--- src/rtl/tv80_reg_dbg.sv ---
`timescale 1ns/1ps
// ---------------------------------------------------------------------------
// tv80_reg_dbg
//
// Debug snapshot/restore sequencer for the TV80 register file A port.
// Sits between the core and the register file. On request it stalls the core,
// waits for an instruction boundary, then takes over the A port and either
// streams every register pair out (dump) or writes a stream of pairs in
// (load) over a valid/ready interface. The port is handed back afterwards.
//
// Ports:
//   clk, reset            clock, asynchronous active-high reset
//   core_*                core side of the A port (address, data, enables)
//   core_idle             core is at an instruction boundary
//   core_hold             stall request to the core
//   core_conflict         one-cycle pulse: core tried to write while the
//                         sequencer owned the port (the write is dropped)
//   AddrA/DIH/DIL/
//   WEH/WEL/CEN           register file side of the A port
//   DOAH/DOAL             register file combinational read data
//   dbg_start/dbg_load    start an operation (1 = load, 0 = dump)
//   dbg_abort             abandon the current operation
//   dump_data/valid/ready dump stream, {H,L} of the current index
//   load_data/valid/ready load stream, {H,L} word to write
//   dbg_busy, dbg_done    status: not idle / one-cycle completion pulse
// ---------------------------------------------------------------------------
module tv80_reg_dbg #(
  parameter int NREGS = 8,
  parameter int AW    = 3
) (
  input  logic          clk,
  input  logic          reset,
  // core side
  input  logic [AW-1:0] core_AddrA,
  input  logic [7:0]    core_DIH,
  input  logic [7:0]    core_DIL,
  input  logic          core_WEH,
  input  logic          core_WEL,
  input  logic          core_CEN,
  input  logic          core_idle,
  output logic          core_hold,
  output logic          core_conflict,
  // register file side
  output logic [AW-1:0] AddrA,
  output logic [7:0]    DIH,
  output logic [7:0]    DIL,
  output logic          WEH,
  output logic          WEL,
  output logic          CEN,
  input  logic [7:0]    DOAH,
  input  logic [7:0]    DOAL,
  // debug control
  input  logic          dbg_start,
  input  logic          dbg_load,
  input  logic          dbg_abort,
  // dump stream
  output logic [15:0]   dump_data,
  output logic          dump_valid,
  input  logic          dump_ready,
  // load stream
  input  logic [15:0]   load_data,
  input  logic          load_valid,
  output logic          load_ready,
  // status
  output logic          dbg_busy,
  output logic          dbg_done
);

  typedef enum logic [2:0] {
    IDLE = 3'd0,
    HOLD = 3'd1,
    DUMP = 3'd2,
    LOAD = 3'd3,
    DONE = 3'd4
  } stateT;

  // idx carries one spare bit so the terminal compare never sees a wrapped
  // value, whatever NREGS is relative to 2**AW.
  localparam logic [AW:0] LAST_IDX = (AW+1)'(NREGS - 1);
  localparam logic [AW:0] IDX_ONE  = (AW+1)'(1);

  stateT       state;
  stateT       stateNext;
  logic [AW:0] idx;
  logic [AW:0] idxNext;
  logic        mode;
  logic        modeNext;
  logic        conflictNext;

  logic        owned;      // sequencer drives the register file port
  logic        dumpFire;   // dump word handed over this cycle
  logic        loadFire;   // load word written this cycle
  logic        atLast;

  assign owned    = (state == DUMP) || (state == LOAD);
  assign dumpFire = (state == DUMP) && dump_ready;
  assign loadFire = (state == LOAD) && load_valid;
  assign atLast   = (idx == LAST_IDX);

  // -------------------------------------------------------------------------
  // State, index and mode registers
  // -------------------------------------------------------------------------
  always_ff @(posedge clk or posedge reset) begin
    if (reset) begin
      state <= IDLE;
      idx   <= '0;
      mode  <= 1'b0;
    end else begin
      state <= stateNext;
      idx   <= idxNext;
      mode  <= modeNext;
    end
  end

  // -------------------------------------------------------------------------
  // Next-state logic. Abort is checked before the handshake so that it wins
  // over the DONE transition; a load write presented in the abort cycle
  // still reaches the register file because the write strobes below are
  // purely combinational.
  // -------------------------------------------------------------------------
  always_comb begin
    stateNext = state;
    idxNext   = idx;
    modeNext  = mode;
    case (state)
      IDLE: begin
        if (dbg_start) begin
          modeNext  = dbg_load;
          idxNext   = '0;
          stateNext = HOLD;
        end
      end
      HOLD: begin
        if (dbg_abort) begin
          stateNext = IDLE;
          idxNext   = '0;
        end else if (core_idle) begin
          stateNext = mode ? LOAD : DUMP;
        end
      end
      DUMP: begin
        if (dbg_abort) begin
          stateNext = IDLE;
          idxNext   = '0;
        end else if (dumpFire) begin
          if (atLast) stateNext = DONE;
          else        idxNext   = idx + IDX_ONE;
        end
      end
      LOAD: begin
        if (dbg_abort) begin
          stateNext = IDLE;
          idxNext   = '0;
        end else if (loadFire) begin
          if (atLast) stateNext = DONE;
          else        idxNext   = idx + IDX_ONE;
        end
      end
      DONE: begin
        stateNext = IDLE;
        idxNext   = '0;
      end
      default: begin
        stateNext = IDLE;
        idxNext   = '0;
      end
    endcase
  end

  // -------------------------------------------------------------------------
  // Port mux. The core owns the port in every state except DUMP and LOAD.
  // -------------------------------------------------------------------------
  always_comb begin
    AddrA      = core_AddrA;
    DIH        = core_DIH;
    DIL        = core_DIL;
    WEH        = core_WEH;
    WEL        = core_WEL;
    CEN        = core_CEN;
    dump_valid = 1'b0;
    load_ready = 1'b0;
    case (state)
      DUMP: begin
        // Read-only access; the file's read path is combinational so the
        // word for idx is available in the same cycle.
        AddrA      = idx[AW-1:0];
        DIH        = 8'h00;
        DIL        = 8'h00;
        WEH        = 1'b0;
        WEL        = 1'b0;
        CEN        = 1'b1;
        dump_valid = 1'b1;
      end
      LOAD: begin
        // Always ready, so the write lands on the accepting clock edge.
        AddrA      = idx[AW-1:0];
        DIH        = load_data[15:8];
        DIL        = load_data[7:0];
        WEH        = load_valid;
        WEL        = load_valid;
        CEN        = load_valid;
        load_ready = 1'b1;
      end
      default: ;
    endcase
  end

  // -------------------------------------------------------------------------
  // Conflict flag: a core write attempt while the port is taken is dropped
  // and reported one cycle later, one pulse per attempted cycle.
  // -------------------------------------------------------------------------
  assign conflictNext = owned && core_CEN && (core_WEH || core_WEL);

  always_ff @(posedge clk or posedge reset) begin
    if (reset) core_conflict <= 1'b0;
    else       core_conflict <= conflictNext;
  end

  // -------------------------------------------------------------------------
  // Status outputs. core_hold is decoded from state so it drops as soon as
  // reset forces the state back to IDLE.
  // -------------------------------------------------------------------------
  assign core_hold = (state == HOLD) || owned;
  assign dbg_busy  = (state != IDLE);
  assign dbg_done  = (state == DONE);
  assign dump_data = {DOAH, DOAL};

endmodule
--- config.mk ---
export PLATFORM = sky130hd
export DESIGN_NAME = tv80_reg_dbg
export DESIGN_NICKNAME = d
export VERILOG_FILES = /design/src/rtl/tv80_reg_dbg.sv
export SDC_FILE = /design/constraint.sdc
export NUM_CORES = 1
export LEC_CHECK = 0
export ABC_AREA = 1
export BUFFER_PORTS_ARGS = -buffer_cell sky130_fd_sc_hd__buf_2
export CORE_MARGIN = 8
export CORE_UTILIZATION = 37
export DETAILED_ROUTE_END_ITERATION = 12
export MAX_ROUTING_LAYER = met4
export PLACE_DENSITY = 0.89
export SYNTH_ARGS = -nofsm -noshare
export SYNTH_HDL_FRONTEND = slang
export SYNTH_SLANG_ARGS = --single-unit
export TNS_END_PERCENT = 50
--- constraint.sdc ---
create_clock -name clk -period 3.4 [get_ports clk]
set_input_delay 0.34 -clock clk [delete_from_list [all_inputs] [get_ports clk]]
set_output_delay 0.34 -clock clk [all_outputs]
set_load 0.05 [all_outputs]
==> flow_summary.toml, run 1 <==
[run_status]
status = "complete, no violations"

[clock_tree]
clk_latency_ns = 0.27
cts_hold_buf = 0
numClockSinks = 9
clk_pin_slew_worst_paths_ns = 0.06
cts_made_buffers = 3
cts_tree = "built"
cts_root_buffer = "clkbuf_4"
cts_max_level = 1
cts_resized = 0
clk_path_buf_depth = 2
postCtsSetupBuffers = 0

[worst_setup_path]
cp-end-kind = "output pin"
start_kind = "flip-flop"
rr_startpoint = "idx[0]$_DFFE_PP0P_"
worstPathCellList = "nor2_4 -> inv_2 -> a22o_1 -> buf_2"
cp_num_buf_inv = 2
cp_top_family = "flip-flops"
crit_path_max_fanout = 22
crit_arrival_ns = 1.71
worst-r2r-cell-count = 8
slowest_stage = "dfrtp_1"
reg2reg_to = "state[1]$_DFFE_PP0P_"
required_ns = 3.06
critPathMaxStageDelay_ns = 0.46
rrSetupSlack_ns = 1.97
worst-setup-path-type = "flip-flop to output pin"

[min_path]
min_path_type = "input port to asynchronous set/reset pin"

[floorplanning]
io_pins = 106
core_um2 = 2450
start_util = 0.388
fp.dieW_um = 66.7
placementRows = 18
dieArea_um2 = 4450
die_y_um = 66.7

[logic_synthesis]
synth_area_um2 = 952
synth_fp_nets = 197
syn_area_per_cell_um2 = 7.11
ys_ff_latch = 9
ys_warn_count = 0
ys_types = 21
yosysSeqAreaShare = 0.237
synth_cells = 134

[sta]
clock_skew_ns = 0.00634
fin_crit_ns = 2.05
timing.setup.tns_ns = 0
worst_slack_ns = 1.35
slew-limit-headroom = 0.747
fmax_ghz = 0.488
rsz0062_at_grt = "false"
maxSlewViolCount = 0
hold_violations = 0
min_period_over_period = 0.602
setup_viol = 0
worstMarginPinSlew_ns = 0.378

[global_routing]
antenna_found_initial = 0
grt_max_degree = 23
grt_pass1_wl_mm = 4.71
grt_pass1_vias = 1031
grt_usage = 0.135
overflow = 0

[place]
place_ws_ns = 1.62
dp_hpwl_mm = 2.54
placed_cells = 218
gp_congestion = 0.801
io_buffers = 73
dpl_cell_area_um2 = 1220

[final_layout]
layout.nets = 256
regArea_um2 = 225
drive_gt1_frac = 0.484
final_cell_mix = "73 x buf_2, 31 x nand2_1, 16 x a22o_1, 13 x nor2_1, 12 x nand3_1"
finalInstanceArea_um2 = 1250
syn2layout_area_growth_pct = 30.9
instances_no_fill = 222
layout_commonest_cell = "buf_2"
multiInputGateArea_um2 = 547
n_antenna_cell = 0
n_fill_cell = 261

[detailed_routing]
ant_nets = 0
wl_per_cell_um = 13.8
dr.pass1.iters = 4
via_count = 1106
vias_per_cell = 4.98
wl_mm = 3.06
drt_iter0_drc = 41
drc = 0

[power_and_ir_drop]
pwr-share-clk = 0.089
p_total_uw = 959
p_int_uw = 353
irDropWorstVdd_v = 0.000402
p_comb_frac = 0.741
seq_power_share = 0.170
power.leakage_nw = 0.778
swShare = 0.632
p_per_area_nw_per_um2 = 769
p_switching_uw = 606

[run]
max_cap_violations = 0
metrics by stage:
stage           util  hold WS (ns)
2_1_floorplan      -         0.168
4_1_cts        0.508        0.0340
3_3_place_gp   0.497         0.327
6_report       0.508        0.0252
3_5_place_dp   0.497         0.329
5_1_grt        0.508        0.0554
how the worst max path moves through the flow:
| stage | start | endpoint | slack (ns) | cells after the start |
|---|---|---|---|---|
| after floorplan | state[0]$_DFFE_PP0P_ | WEH | 1.38 | 5 |
| after global placement | state[2]$_DFFE_PP0P_ | DIH[3] | 1.65 | 4 |
| after detailed placement | state[2]$_DFFE_PP0P_ | DIL[6] | 1.62 | 4 |
| after CTS | state[2]$_DFFE_PP0P_ | DIL[6] | 1.33 | 4 |
| after global routing | state[1]$_DFFE_PP0P_ | DIL[2] | 1.24 | 5 |
| final | state[2]$_DFFE_PP0P_ | DIL[6] | 1.35 | 4 |
per-layer routing:
metal | GRT usage | vias up | routed length [µm]
li1 | - | 548 | -
met1 | 0.145 | 490 | 1130
met2 | 0.215 | 63 | 1390
met3 | 0.0554 | 5 | 499
met4 | 0.0560 | 0 | 34
met5 | - | - | 0
kinds of logic after synthesis:
family          synth area share
compound gates             0.179
fa+ha+maj                 0.0131
buf+inv                    0.189
flops                      0.237
mux                       0.0118
simple gates               0.371
area by class of cell:
type	count	share of cell area
Clock buffer	4	0.0211
Inverter	12	0.0361
Multi-Input combinational cell	94	0.439
Sequential cell	9	0.181
Tap cell	30	0.0301
Timing Repair Buffer	73	0.293
flip-flops by register name, summed over array words and instances (netlist names):
name           flops
state              3
idx                4
mode               1
core_conflict      1
Yosys cell counts:
cell | instances | area (µm²)
buf_2 | 3 | 15.0
o21ai_0 | 3 | 15.0
nor2_4 | 4 | 45.0
nand2_1 | 31 | 116
nand2_2 | 1 | 6.26
or2_2 | 3 | 18.8
a22o_1 | 16 | 140
nand3_1 | 12 | 60.1
mux2_2 | 1 | 11.3
a211oi_1 | 1 | 7.51
o211ai_1 | 1 | 7.51
nor2_1 | 13 | 48.8
inv_2 | 3 | 11.3
inv_1 | 9 | 33.8
ha_1 | 1 | 12.5
nand2_4 | 3 | 33.8
dfrtp_1 | 9 | 225
nor3_1 | 1 | 5.00
nand4_1 | 1 | 6.26
buf_4 | 16 | 120
nor2_2 | 2 | 12.5
power by group through the flow:
stage / registers [mW] / clock network, mW / logic [mW]
after floorplan: 0.165 / 0 / 0.607
after global placement: 0.160 / 0 / 0.709
after detailed placement: 0.164 / 0 / 0.712
after CTS: 0.162 / 0.0886 / 0.716
after global routing: 0.166 / 0.0930 / 0.762
final: 0.163 / 0.0857 / 0.711
Power figures use the tool's default switching activity.
==> inputs of run 2 (changes only) <==
--- a/config.mk
+++ b/config.mk
@@ -8,10 +8,10 @@
 export ABC_AREA = 1
 export BUFFER_PORTS_ARGS = -buffer_cell sky130_fd_sc_hd__buf_2
 export CORE_MARGIN = 8
-export CORE_UTILIZATION = 37
+export CORE_UTILIZATION = 31
 export DETAILED_ROUTE_END_ITERATION = 12
 export MAX_ROUTING_LAYER = met4
-export PLACE_DENSITY = 0.89
+export PLACE_DENSITY = 0.8
 export SYNTH_ARGS = -nofsm -noshare
 export SYNTH_HDL_FRONTEND = slang
 export SYNTH_SLANG_ARGS = --single-unit
==> constraint.sdc (replaced) <==
create_clock -name clk -period 1.7 [get_ports clk]
set_input_delay 0.17 -clock clk [delete_from_list [all_inputs] [get_ports clk]]
set_output_delay 0.17 -clock clk [all_outputs]
set_load 0.05 [all_outputs]
==> flow_summary.toml, run 2 (same netlist as run 1, synthesis figures left out) <==
[worst_setup_path]
slowest_stage = "dfrtp_2"
critPathMaxStageDelay_ns = 0.46
start_kind = "flip-flop"
cp-startpoint = "state[2]$_DFFE_PP0P_"
cp_top_family = "flip-flops"
worst-setup-path-type = "flip-flop to output pin"
crit_path_max_fanout = 8
required_ns = 1.53
cp-end-kind = "output pin"
crit_arrival_ns = 1.47
cpMostUsedCell = "buf_4"
cp_num_buf_inv = 2
worstPathCellList = "nor2_4 -> buf_4 -> nand2_4 -> o211ai_1 -> buf_4"
rr_startpoint = "state[1]$_DFFE_PP0P_"

[place]
dp_hpwl_mm = 2.62
io_buffers = 73
gp_congestion = 0.856
placed_cells = 223

[final_layout]
layout.nets = 260
drive_gt1_frac = 0.500
layout_commonest_cell = "buf_2"
syn2layout_area_growth_pct = 44.7
n_fill_cell = 288
final_cell_mix = "55 x buf_2, 31 x nand2_1, 16 x a22o_1, 13 x nor2_1"
largest_reg_flops = 4
largest-register = "idx"
n_antenna_cell = 0
instances_no_fill = 229
utilization = 0.463
reg_top3 = "idx: 4 flops, state: 3 flops"

[sta]
clock_skew_ns = 0.00343
hold_violations = 0
fin_crit_ns = 1.64
min_period_over_period = 0.964
rsz0062_at_grt = "true"
fmax_ghz = 0.610
slew-limit-headroom = 0.749
maxSlewViolCount = 0
setup_viol = 0
worstMarginPinSlew_ns = 0.376
timing.hold.ws_ns = 0.137

[floorplanning]
die_y_um = 71.4
core_um2 = 2980
start_util = 0.320
io_pins = 106
fp.dieW_um = 71.4
placementRows = 20
dieArea_um2 = 5100

[global_routing]
overflow = 0
grt_usage = 0.122
grt_pass1_wl_mm = 5.02
grt_pass1_vias = 1067
grt_max_degree = 23
antenna_found_initial = 0

[detailed_routing]
dr.pass1.iters = 5
via_count = 1109
drc = 0
drt_iter0_drc = 30
vias_per_cell = 4.84
wl_mm = 3.13
wl_per_cell_um = 13.7
ant_nets = 0

[run_status]
status = "complete, no violations"

[clock_tree]
clk_path_buf_depth = 2
cts_tree = "built"
numClockSinks = 9
cts_made_buffers = 3
cts_root_buffer = "clkbuf_4"
clk_latency_ns = 0.26
clk_pin_slew_worst_paths_ns = 0.07
cts_max_level = 1

[power_and_ir_drop]
p_total_mw = 2.06
p_per_area_nw_per_um2 = 1490
irDropWorstVdd_v = 0.000444
power.leakage_nw = 0.821

[min_path]
min_path_type = "input port to flip-flop"
hold_start = "dbg_load"

[run]
max_cap_violations = 0
==> run 2: final cells by class <==
class | count | area [µm²] | area share
Multi-Input combinational cell | 94 | 547 | 0.397
Sequential cell | 9 | 228 | 0.165
Tap cell | 33 | 41.3 | 0.0300
Timing Repair Buffer | 77 | 488 | 0.354
Clock buffer | 4 | 26.3 | 0.0191
Inverter | 12 | 47.5 | 0.0345
==> run 2: worst paths after layout <==
kind	to	slack, ns	depth (start not counted)
worst max-delay path	CEN	0.06	5
worst min-delay path	mode$_DFFE_PP0P_	0.14	2
worst max register to register	idx[1]$_DFFE_PP0P_	0.29	9
worst min register to register	mode$_DFFE_PP0P_	0.52	1
max in group asynchronous	state[0]$_DFFE_PP0P_	1.00	3
min in group asynchronous	mode$_DFFE_PP0P_	0.42	3
==> run 2: repair_timing <==
item                                    4_1_cts  5_1_grt
endpoints found under the setup margin       18       19
setup buffers                                 0        1
gates resized for setup                      13       20
pin swaps                                     0        1
hold buffers                                  1        0
hold endpoints to repair                      9        0
==> run 2: worst reg2reg max path: cells and delay by family, from the launching register on <==
kind,cells,cell delay [ns]
simple gates,7,0.59
buf+inv,2,0.27
flops,1,0.43
==> run 2: report_power, final <==
part           switching [mW]  total (mW)  internal, mW
registers              0.0584       0.326         0.268
clock network          0.0814       0.172        0.0907
logic                    1.08        1.56         0.480
total                    1.22        2.06         0.838
==> run 2: per-stage QoR <==
stage               TNS (ns)  worst slack [ns]  area, µm²
finish                     0            0.0612       1380
floorplan             -0.382            -0.125        952
detailed placement         0             0.233       1240
global placement           0             0.259       1240
CTS                        0           0.00724       1310
global route          -0.228           -0.0229       1380
==> run 2: metal layers <==
layer / up-vias / global-route usage / share of wire
met4: 0 / 0.0577 / 0.023
met1: 484 / 0.107 / 0.35
li1: 556 / - / -
met5: - / - / 0
met2: 57 / 0.213 / 0.49
met3: 12 / 0.0628 / 0.13
